--- src/rtl/mem_port_arbiter_pkg.sv ---
// mem_port_arbiter_pkg
//   Shared encodings for the memory port arbiter: FSM state codes,
//   access-owner codes and operation codes, plus the latched grant record.
package mem_port_arbiter_pkg;

  localparam logic [1:0] ST_IDLE = 2'd0;
  localparam logic [1:0] ST_BUSY = 2'd1;
  localparam logic [1:0] ST_RESP = 2'd2;

  localparam logic OWN_IF = 1'b0;
  localparam logic OWN_D  = 1'b1;

  localparam logic OP_RD = 1'b0;
  localparam logic OP_WR = 1'b1;

  typedef struct packed {
    logic owner;
    logic op;
  } grant_t;

  // Fetches are always reads; a data access is a write whenever the write
  // request is up, so a simultaneous read+write resolves to the write.
  function automatic logic pick_op(input logic own, input logic wr_req);
    return (own == OWN_D && wr_req) ? OP_WR : OP_RD;
  endfunction

endpackage

--- src/rtl/mem_port_arbiter_if.sv ---
// mem_port_arbiter_if
//   Bundles the fetch port (if_*), data port (d_*), memory port (m_*) and
//   the sticky protocol error flag.
//   slave  : the arbiter's view (requests and m_rdata in; readies, rdata,
//            memory controls and proto_err out).
//   master : the pipeline/memory side (the opposite directions).
interface mem_port_arbiter_if #(
  parameter int ADDR_W = 32,
  parameter int DATA_W = 32
);
  logic              if_req;
  logic [ADDR_W-1:0] if_addr;
  logic [DATA_W-1:0] if_rdata;
  logic              if_ready;
  logic              d_rd_req;
  logic              d_wr_req;
  logic [ADDR_W-1:0] d_addr;
  logic [DATA_W-1:0] d_wdata;
  logic [DATA_W-1:0] d_rdata;
  logic              d_ready;
  logic [ADDR_W-1:0] m_addr;
  logic [DATA_W-1:0] m_wdata;
  logic              m_read;
  logic              m_write;
  logic [DATA_W-1:0] m_rdata;
  logic              proto_err;

  modport slave (
    input  if_req, if_addr, d_rd_req, d_wr_req, d_addr, d_wdata, m_rdata,
    output if_rdata, if_ready, d_rdata, d_ready,
    output m_addr, m_wdata, m_read, m_write, proto_err
  );

  modport master (
    output if_req, if_addr, d_rd_req, d_wr_req, d_addr, d_wdata, m_rdata,
    input  if_rdata, if_ready, d_rdata, d_ready,
    input  m_addr, m_wdata, m_read, m_write, proto_err
  );
endinterface

--- src/rtl/mem_port_arbiter_grant.sv ---
// mem_arb_grant
//   Picks the owner of the next memory access and keeps the starvation
//   counter that bounds how many data grants may pass a waiting fetch.
//   Ports: clk, rst (async, active-high)
//          i_if_req  fetch request present
//          i_d_req   data request present (read or write)
//          i_grant   strobe: a grant is being taken this cycle
//          o_own     owner choice (OWN_IF / OWN_D)
module mem_arb_grant
  import mem_port_arbiter_pkg::*;
#(
  parameter int STARVE_LIMIT = 4
) (
  input  logic clk,
  input  logic rst,
  input  logic i_if_req,
  input  logic i_d_req,
  input  logic i_grant,
  output logic o_own
);

  localparam int            SW  = $clog2(STARVE_LIMIT + 1);
  localparam logic [SW-1:0] LIM = SW'(STARVE_LIMIT);

  logic [SW-1:0] r_starve_cnt;

  assign o_own = (i_d_req && (r_starve_cnt < LIM)) ? OWN_D : OWN_IF;

  // Only data grants that actually bypass a waiting fetch count toward
  // starvation; any other grant resets the window.
  always_ff @(posedge clk or posedge rst) begin
    if (rst) begin
      r_starve_cnt <= '0;
    end else if (i_grant) begin
      if (o_own == OWN_D && i_if_req) begin
        if (r_starve_cnt != LIM) r_starve_cnt <= r_starve_cnt + 1'b1;
      end else begin
        r_starve_cnt <= '0;
      end
    end
  end

endmodule

--- src/rtl/mem_port_arbiter.sv ---
// mem_port_arbiter
//   Shares one byte-addressed big-endian 32-bit memory between the fetch
//   port and the data (LDR/STR) port. One access at a time: IDLE picks an
//   owner, BUSY holds address/controls for WAIT_CYCLES cycles, RESP pulses
//   the owner's ready for one cycle with the read data.
//   Ports: clk, rst (async, active-high)
//          bus  mem_port_arbiter_if.slave (fetch, data, memory, proto_err)
module mem_port_arbiter
  import mem_port_arbiter_pkg::*;
#(
  parameter int ADDR_W       = 32,
  parameter int DATA_W       = 32,
  parameter int WAIT_CYCLES  = 2,
  parameter int STARVE_LIMIT = 4
) (
  input  logic                clk,
  input  logic                rst,
  mem_port_arbiter_if.slave   bus
);

  localparam int               CNT_W    = (WAIT_CYCLES > 1) ? $clog2(WAIT_CYCLES) : 1;
  localparam logic [CNT_W-1:0] CNT_LOAD = CNT_W'(WAIT_CYCLES - 1);

  logic [1:0]        r_state;
  grant_t            r_grant;
  logic [ADDR_W-1:0] r_addr;
  logic [DATA_W-1:0] r_wdata;
  logic [DATA_W-1:0] r_rdata;
  logic [CNT_W-1:0]  r_cnt;
  logic              r_proto_err;

  logic w_d_req;
  logic w_grant;
  logic w_own;
  logic w_busy;
  logic w_resp;
  logic w_if_ready;
  logic w_d_ready;

  assign w_d_req = bus.d_rd_req | bus.d_wr_req;
  assign w_grant = (r_state == ST_IDLE) && (w_d_req || bus.if_req);

  mem_arb_grant #(
    .STARVE_LIMIT (STARVE_LIMIT)
  ) u_grant (
    .clk      (clk),
    .rst      (rst),
    .i_if_req (bus.if_req),
    .i_d_req  (w_d_req),
    .i_grant  (w_grant),
    .o_own    (w_own)
  );

  // ---- IDLE -> BUSY: latch the winning request ----
  // ---- BUSY -> RESP: capture read data on the last wait cycle ----
  // ---- RESP -> IDLE ----
  always_ff @(posedge clk or posedge rst) begin
    if (rst) begin
      r_state <= ST_IDLE;
      r_grant <= '0;
      r_addr  <= '0;
      r_wdata <= '0;
      r_rdata <= '0;
      r_cnt   <= '0;
    end else begin
      case (r_state)
        ST_IDLE: begin
          if (w_grant) begin
            r_grant.owner <= w_own;
            r_grant.op    <= pick_op(w_own, bus.d_wr_req);
            r_addr        <= (w_own == OWN_D) ? bus.d_addr : bus.if_addr;
            r_wdata       <= (w_own == OWN_D) ? bus.d_wdata : '0;
            r_cnt         <= CNT_LOAD;
            r_state       <= ST_BUSY;
          end
        end
        ST_BUSY: begin
          if (r_cnt == '0) begin
            // writes hand back zero so d_rdata is clean on a store completion
            r_rdata <= (r_grant.op == OP_RD) ? bus.m_rdata : '0;
            r_state <= ST_RESP;
          end else begin
            r_cnt <= r_cnt - 1'b1;
          end
        end
        ST_RESP: r_state <= ST_IDLE;
        default: r_state <= ST_IDLE;
      endcase
    end
  end

  always_ff @(posedge clk or posedge rst) begin
    if (rst)                          r_proto_err <= 1'b0;
    else if (bus.d_rd_req && bus.d_wr_req) r_proto_err <= 1'b1;
  end

  // Outputs decode directly from registered state so an asynchronous reset
  // silences every control and data output in the same instant.
  assign w_busy     = (r_state == ST_BUSY);
  assign w_resp     = (r_state == ST_RESP);
  assign w_if_ready = w_resp && (r_grant.owner == OWN_IF);
  assign w_d_ready  = w_resp && (r_grant.owner == OWN_D);

  assign bus.m_addr    = w_busy ? r_addr  : '0;
  assign bus.m_wdata   = w_busy ? r_wdata : '0;
  assign bus.m_read    = w_busy && (r_grant.op == OP_RD);
  assign bus.m_write   = w_busy && (r_grant.op == OP_WR) && (r_cnt == '0);
  assign bus.if_ready  = w_if_ready;
  assign bus.if_rdata  = w_if_ready ? r_rdata : '0;
  assign bus.d_ready   = w_d_ready;
  assign bus.d_rdata   = w_d_ready ? r_rdata : '0;
  assign bus.proto_err = r_proto_err;

endmodule

--- src/flat_wrapper.sv ---
// flat-port wrapper written by rule: the top's interface ports become plain ports
module mem_port_arbiter_flat import mem_port_arbiter_pkg::*;
#(
  parameter int ADDR_W       = 32,
  parameter int DATA_W       = 32,
  parameter int WAIT_CYCLES  = 2,
  parameter int STARVE_LIMIT = 4
)
  (clk, rst, bus_if_req, bus_if_addr, bus_d_rd_req, bus_d_wr_req, bus_d_addr, bus_d_wdata, bus_m_rdata, bus_if_rdata, bus_if_ready, bus_d_rdata, bus_d_ready, bus_m_addr, bus_m_wdata, bus_m_read, bus_m_write, bus_proto_err);
  mem_port_arbiter_if #(.ADDR_W(ADDR_W), .DATA_W(DATA_W)) bus_i ();
  input  logic clk;
  input  logic rst;
  input wire logic [$bits(bus_i.if_req)-1:0] bus_if_req;
  input wire logic [$bits(bus_i.if_addr)-1:0] bus_if_addr;
  input wire logic [$bits(bus_i.d_rd_req)-1:0] bus_d_rd_req;
  input wire logic [$bits(bus_i.d_wr_req)-1:0] bus_d_wr_req;
  input wire logic [$bits(bus_i.d_addr)-1:0] bus_d_addr;
  input wire logic [$bits(bus_i.d_wdata)-1:0] bus_d_wdata;
  input wire logic [$bits(bus_i.m_rdata)-1:0] bus_m_rdata;
  output wire logic [$bits(bus_i.if_rdata)-1:0] bus_if_rdata;
  output wire logic [$bits(bus_i.if_ready)-1:0] bus_if_ready;
  output wire logic [$bits(bus_i.d_rdata)-1:0] bus_d_rdata;
  output wire logic [$bits(bus_i.d_ready)-1:0] bus_d_ready;
  output wire logic [$bits(bus_i.m_addr)-1:0] bus_m_addr;
  output wire logic [$bits(bus_i.m_wdata)-1:0] bus_m_wdata;
  output wire logic [$bits(bus_i.m_read)-1:0] bus_m_read;
  output wire logic [$bits(bus_i.m_write)-1:0] bus_m_write;
  output wire logic [$bits(bus_i.proto_err)-1:0] bus_proto_err;
  assign bus_i.if_req = bus_if_req;
  assign bus_i.if_addr = bus_if_addr;
  assign bus_i.d_rd_req = bus_d_rd_req;
  assign bus_i.d_wr_req = bus_d_wr_req;
  assign bus_i.d_addr = bus_d_addr;
  assign bus_i.d_wdata = bus_d_wdata;
  assign bus_i.m_rdata = bus_m_rdata;
  assign bus_if_rdata = bus_i.if_rdata;
  assign bus_if_ready = bus_i.if_ready;
  assign bus_d_rdata = bus_i.d_rdata;
  assign bus_d_ready = bus_i.d_ready;
  assign bus_m_addr = bus_i.m_addr;
  assign bus_m_wdata = bus_i.m_wdata;
  assign bus_m_read = bus_i.m_read;
  assign bus_m_write = bus_i.m_write;
  assign bus_proto_err = bus_i.proto_err;
  mem_port_arbiter #(.ADDR_W(ADDR_W), .DATA_W(DATA_W), .WAIT_CYCLES(WAIT_CYCLES), .STARVE_LIMIT(STARVE_LIMIT)) u_core (.clk(clk), .rst(rst), .bus(bus_i));
endmodule
--- config.mk ---
export PLATFORM = sky130hd
export DESIGN_NAME = mem_port_arbiter_flat
export DESIGN_NICKNAME = d
export VERILOG_FILES = /design/src/rtl/mem_port_arbiter_pkg.sv /design/src/rtl/mem_port_arbiter_if.sv /design/src/rtl/mem_port_arbiter_grant.sv /design/src/rtl/mem_port_arbiter.sv /design/src/flat_wrapper.sv
export SDC_FILE = /design/constraint.sdc
export NUM_CORES = 1
export LEC_CHECK = 0
export CAP_MARGIN = 30
export CELL_PAD_IN_SITES_DETAIL_PLACEMENT = 0
export CELL_PAD_IN_SITES_GLOBAL_PLACEMENT = 1
export CORE_ASPECT_RATIO = 0.8
export CORE_UTILIZATION = 32
export CTS_CLUSTER_DIAMETER = 200
export DETAILED_ROUTE_END_ITERATION = 10
export PLACE_DENSITY_LB_ADDON = 0.1
export SLEW_MARGIN = 20
export SYNTH_ARGS = -nofsm -noshare
export SYNTH_HDL_FRONTEND = slang
export SYNTH_HIERARCHICAL = 1
export SYNTH_SLANG_ARGS = --single-unit
--- constraint.sdc ---
create_clock -name clk -period 10.5 [get_ports clk]
set_clock_uncertainty 0.15 [all_clocks]
set_input_delay 2.1 -clock clk [delete_from_list [all_inputs] [get_ports clk]]
set_output_delay 2.1 -clock clk [all_outputs]
set_load 0.05 [all_outputs]
==> flow_summary_export.csv <==
group,metric,value,unit
grt,grt_start_max_net_pins,69,
setup_path,critical_path_buf_inv_count,2,
layout,regArea,0.00263,mm²
sta,fin_tns_setup,0,ns
placement,dp_hpwl,11.2,mm
setup_path,endpoint_kind,"output port",
layout,multi_input_area,0.00249,mm²
floorplan,dieWidth,148,µm
clocking,cts-root-buf,"clkbuf_16",
setup_path,path_depth,4,
floorplan,top_level_ports,266,
grt,grt_pass1_vias,4908,
setup_path,crit_family,"buffers and inverters",
min_path,hold_path_class,"flop to flop",
sta,slew_viol_final,0,
logic_synthesis,yosysSeqAreaShare,47.9,%
setup_path,criticalPathCategory,"flop to output port",
grt,grt.total_usage,18.0,%
setup_path,crit_chain,"or3b_2 -> buf_12 -> nor2_1 -> clkdlybuf4s50_1",
logic_synthesis,synth-seq-cells,105,
setup_path,timing.rr.end,"u_core/r_addr[7]",
power,power.total,0.00252,W
layout,antenna_cells,0,
sta,min_period_over_period,47.4,%
routing,wl,15.4,mm
clocking,worstSkewPairLatency,0.33,ns
flow_run,cap_viol_max_count,0,
power,p_leak,3.74,nW
logic_synthesis,ys.flop_type,"dfrtp_1",
sta,max_clock_freq,201,MHz
setup_path,cp_max_fo,41,
logic_synthesis,yosysWarnings,6,
setup_path,required,8.25,ns
outcome,status,"completed",
logic_synthesis,ys_types,30,
sta,timing.slew.headroom,53.9,%
clocking,cts_buffer_depth,2,
clocking,hold_buffers,0,
clocking,post_cts_buffers,0,
grt,overflow,0,
layout,fin_cells,1033,
placement,routabilityCongestion,0.750,
routing,avgRoutedWirePerCell,14.9,µm
setup_path,r2r-start,"u_core/r_state[1]",
routing,vias_per_cell,4.46,
grt,grt_antenna_before_repair,0,
clocking,cts-buffers-inserted,9,
setup_path,critPathLaunchType,"flop",
sta,min_period,4.98,ns
power,p_per_area,293,mW/mm²
sta,tightest_slew,0.691,ns
floorplan,rows,42,
min_path,whs_path_depth,1,
floorplan,die_y,119,µm
setup_path,reg2reg_depth,5,
logic_synthesis,synth_edf_count,0,
sta,setup-violations-final,0,
routing,drc,0,
routing,drtIter0Drc,173,
layout,fillCellCount,1538,
placement,port_buffers,265,
clocking,numClockSinks,105,
routing,dr_total_vias,4610,
power,vdd_drop_max,0.149,mV
layout,nets,943,
clocking,cts_resized,0,
logic_synthesis,synth_nets,695,
setup_path,max_stage_delay,0.83,ns
setup_path,cpMaxStageDelayCell,"clkdlybuf4s50_1",
setup_path,cp-startpoint,"u_core/r_state[1]",
routing,drt_pass1_iterations,4,
floorplan,die-area,0.0177,mm²
logic_synthesis,avgSynthCellArea,9.80,µm²
layout,layout_commonest_cell,"clkdlybuf4s50_1",
placement,placed_cells,1014,
setup_path,arrival,2.73,ns
logic_synthesis,synthArstFlopShare,100,%
setup_path,crit_end,"bus_m_write",
clocking,clkTransAtPathRegs,0.07,ns
clocking,cts_tree,"done",
layout,areaGrowthSynthToFinish,56.8,%
sta,hold_violations,0,
layout,drive_above_1_share,11.8,%
logic_synthesis,syn_inst,560,
sta,rsz0062_at_grt,"no",
clocking,cts_max_level,3,
floorplan,core_area,0.0167,mm²
layout,layout_common_cells,"clkdlybuf4s50_1 (265), dfrtp_1 (105), nand2_1 (96), and2_1 (96), mux2_2 (65)",
setup_path,r2r_setup_slack,7.94,ns
routing,antenna_left,0,
floorplan,start_util,32.9,%
logic_synthesis,syn-cell-area,0.00549,mm²
grt,grt_pass1_wl,24.9,mm
[cell families (layout without fill, tap and decap cells)]
| group | count (synthesis) | after routing | share of synthesized area (%) |
|---|---|---|---|
| and+or+nand+nor | 239 | 239 | 21.5 |
| DFF | 105 | 105 | 47.9 |
| muxes | 99 | 99 | 19.5 |
| buffers and inverters | 77 | 330 | 7.00 |
| AOI/OAI and AO/OA | 38 | 38 | 3.60 |
| adders and majority gates | 2 | 2 | 0.456 |
[how the worst min path moves through the flow]
stage                              start              endpoint
global placement    u_core/bus.proto_err  u_core/bus.proto_err
floorplan              u_core/r_rdata[0]     u_core/r_rdata[0]
finish              u_core/bus.proto_err  u_core/bus.proto_err
detailed placement  u_core/bus.proto_err  u_core/bus.proto_err
global route        u_core/bus.proto_err  u_core/bus.proto_err
CTS                 u_core/bus.proto_err  u_core/bus.proto_err
[metrics by stage]
| stage | cell area [µm²] | hold WS, ns | setup WS [ns] | utilization, % |
|---|---|---|---|---|
| 2_1_floorplan | 5490 | 0.303 | 5.57 | - |
| 3_3_place_gp | 8230 | 0.289 | 5.75 | 49.4 |
| 3_5_place_dp | 8250 | 0.295 | 5.72 | 49.5 |
| 4_1_cts | 8530 | 0.310 | 5.45 | 51.2 |
| 5_1_grt | 8600 | 0.349 | 5.39 | 51.6 |
| 6_report | 8600 | 0.308 | 5.52 | 51.6 |
[worst reg2reg max path: stages (launching register included)]
cell,delay [ns]
dfrtp_1,0.44
nor2_1,0.21
o21ai_2,0.10
clkinv_2,0.50
buf_4,0.61
mux2_2,0.42
[layer usage]
| layer | routed length, µm | vias up | GRT usage, % |
|---|---|---|---|
| met4 | 170 | 0 | 4.06 |
| met5 | 0 | - | 0 |
| met1 | 6390 | 2174 | 21.1 |
| met3 | 1250 | 13 | 6.59 |
| met2 | 7550 | 153 | 31.2 |
| li1 | - | 2270 | - |
[registers in the layout (all words and copies together), names as in the netlist]
| register | count |
|---|---|
| u_core/r_wdata | 32 |
| u_core/bus.proto_err | 1 |
| u_core/r_cnt | 1 |
| u_core/r_addr | 32 |
| u_core/r_grant | 2 |
| u_core/r_state | 2 |
| u_core/r_rdata | 32 |
| u_core/u_grant/r_starve_cnt | 3 |
[power breakdown]
| part | internal [W] | switching, W | total (W) |
|---|---|---|---|
| clock network | 0.000168 | 0.000146 | 0.000313 |
| registers | 0.000592 | 0.0000901 | 0.000683 |
| logic | 0.000567 | 0.000956 | 0.00152 |
| total | 0.00133 | 0.00119 | 0.00252 |
[synth_stat cells, types with 2 or more instances]
cell,n,share of area (%)
dfrtp_1,105,48
and2_1,96,11
nand2_1,96,6.6
mux2_2,65,13
inv_1,38,2.6
nor2_1,35,2.4
mux2i_1,34,6.2
o21ai_0,31,2.8
clkbuf_1,22,1.5
buf_2,7,0.64
buf_6,5,1.0
o21ai_1,4,0.36
buf_12,3,1.1
ha_1,2,0.46
nand3_1,2,0.18
[area by class of cell]
| type | instances | share of cell area [%] |
|---|---|---|
| Clock buffer | 12 | 2.87 |
| Inverter | 40 | 1.79 |
| Multi-Input combinational cell | 378 | 28.9 |
| Clock inverter | 4 | 0.335 |
| Timing Repair Buffer | 274 | 32.3 |
| Tap cell | 220 | 3.20 |
| Sequential cell | 105 | 30.6 |
Note: power is estimated with default switching activity, not from simulation.
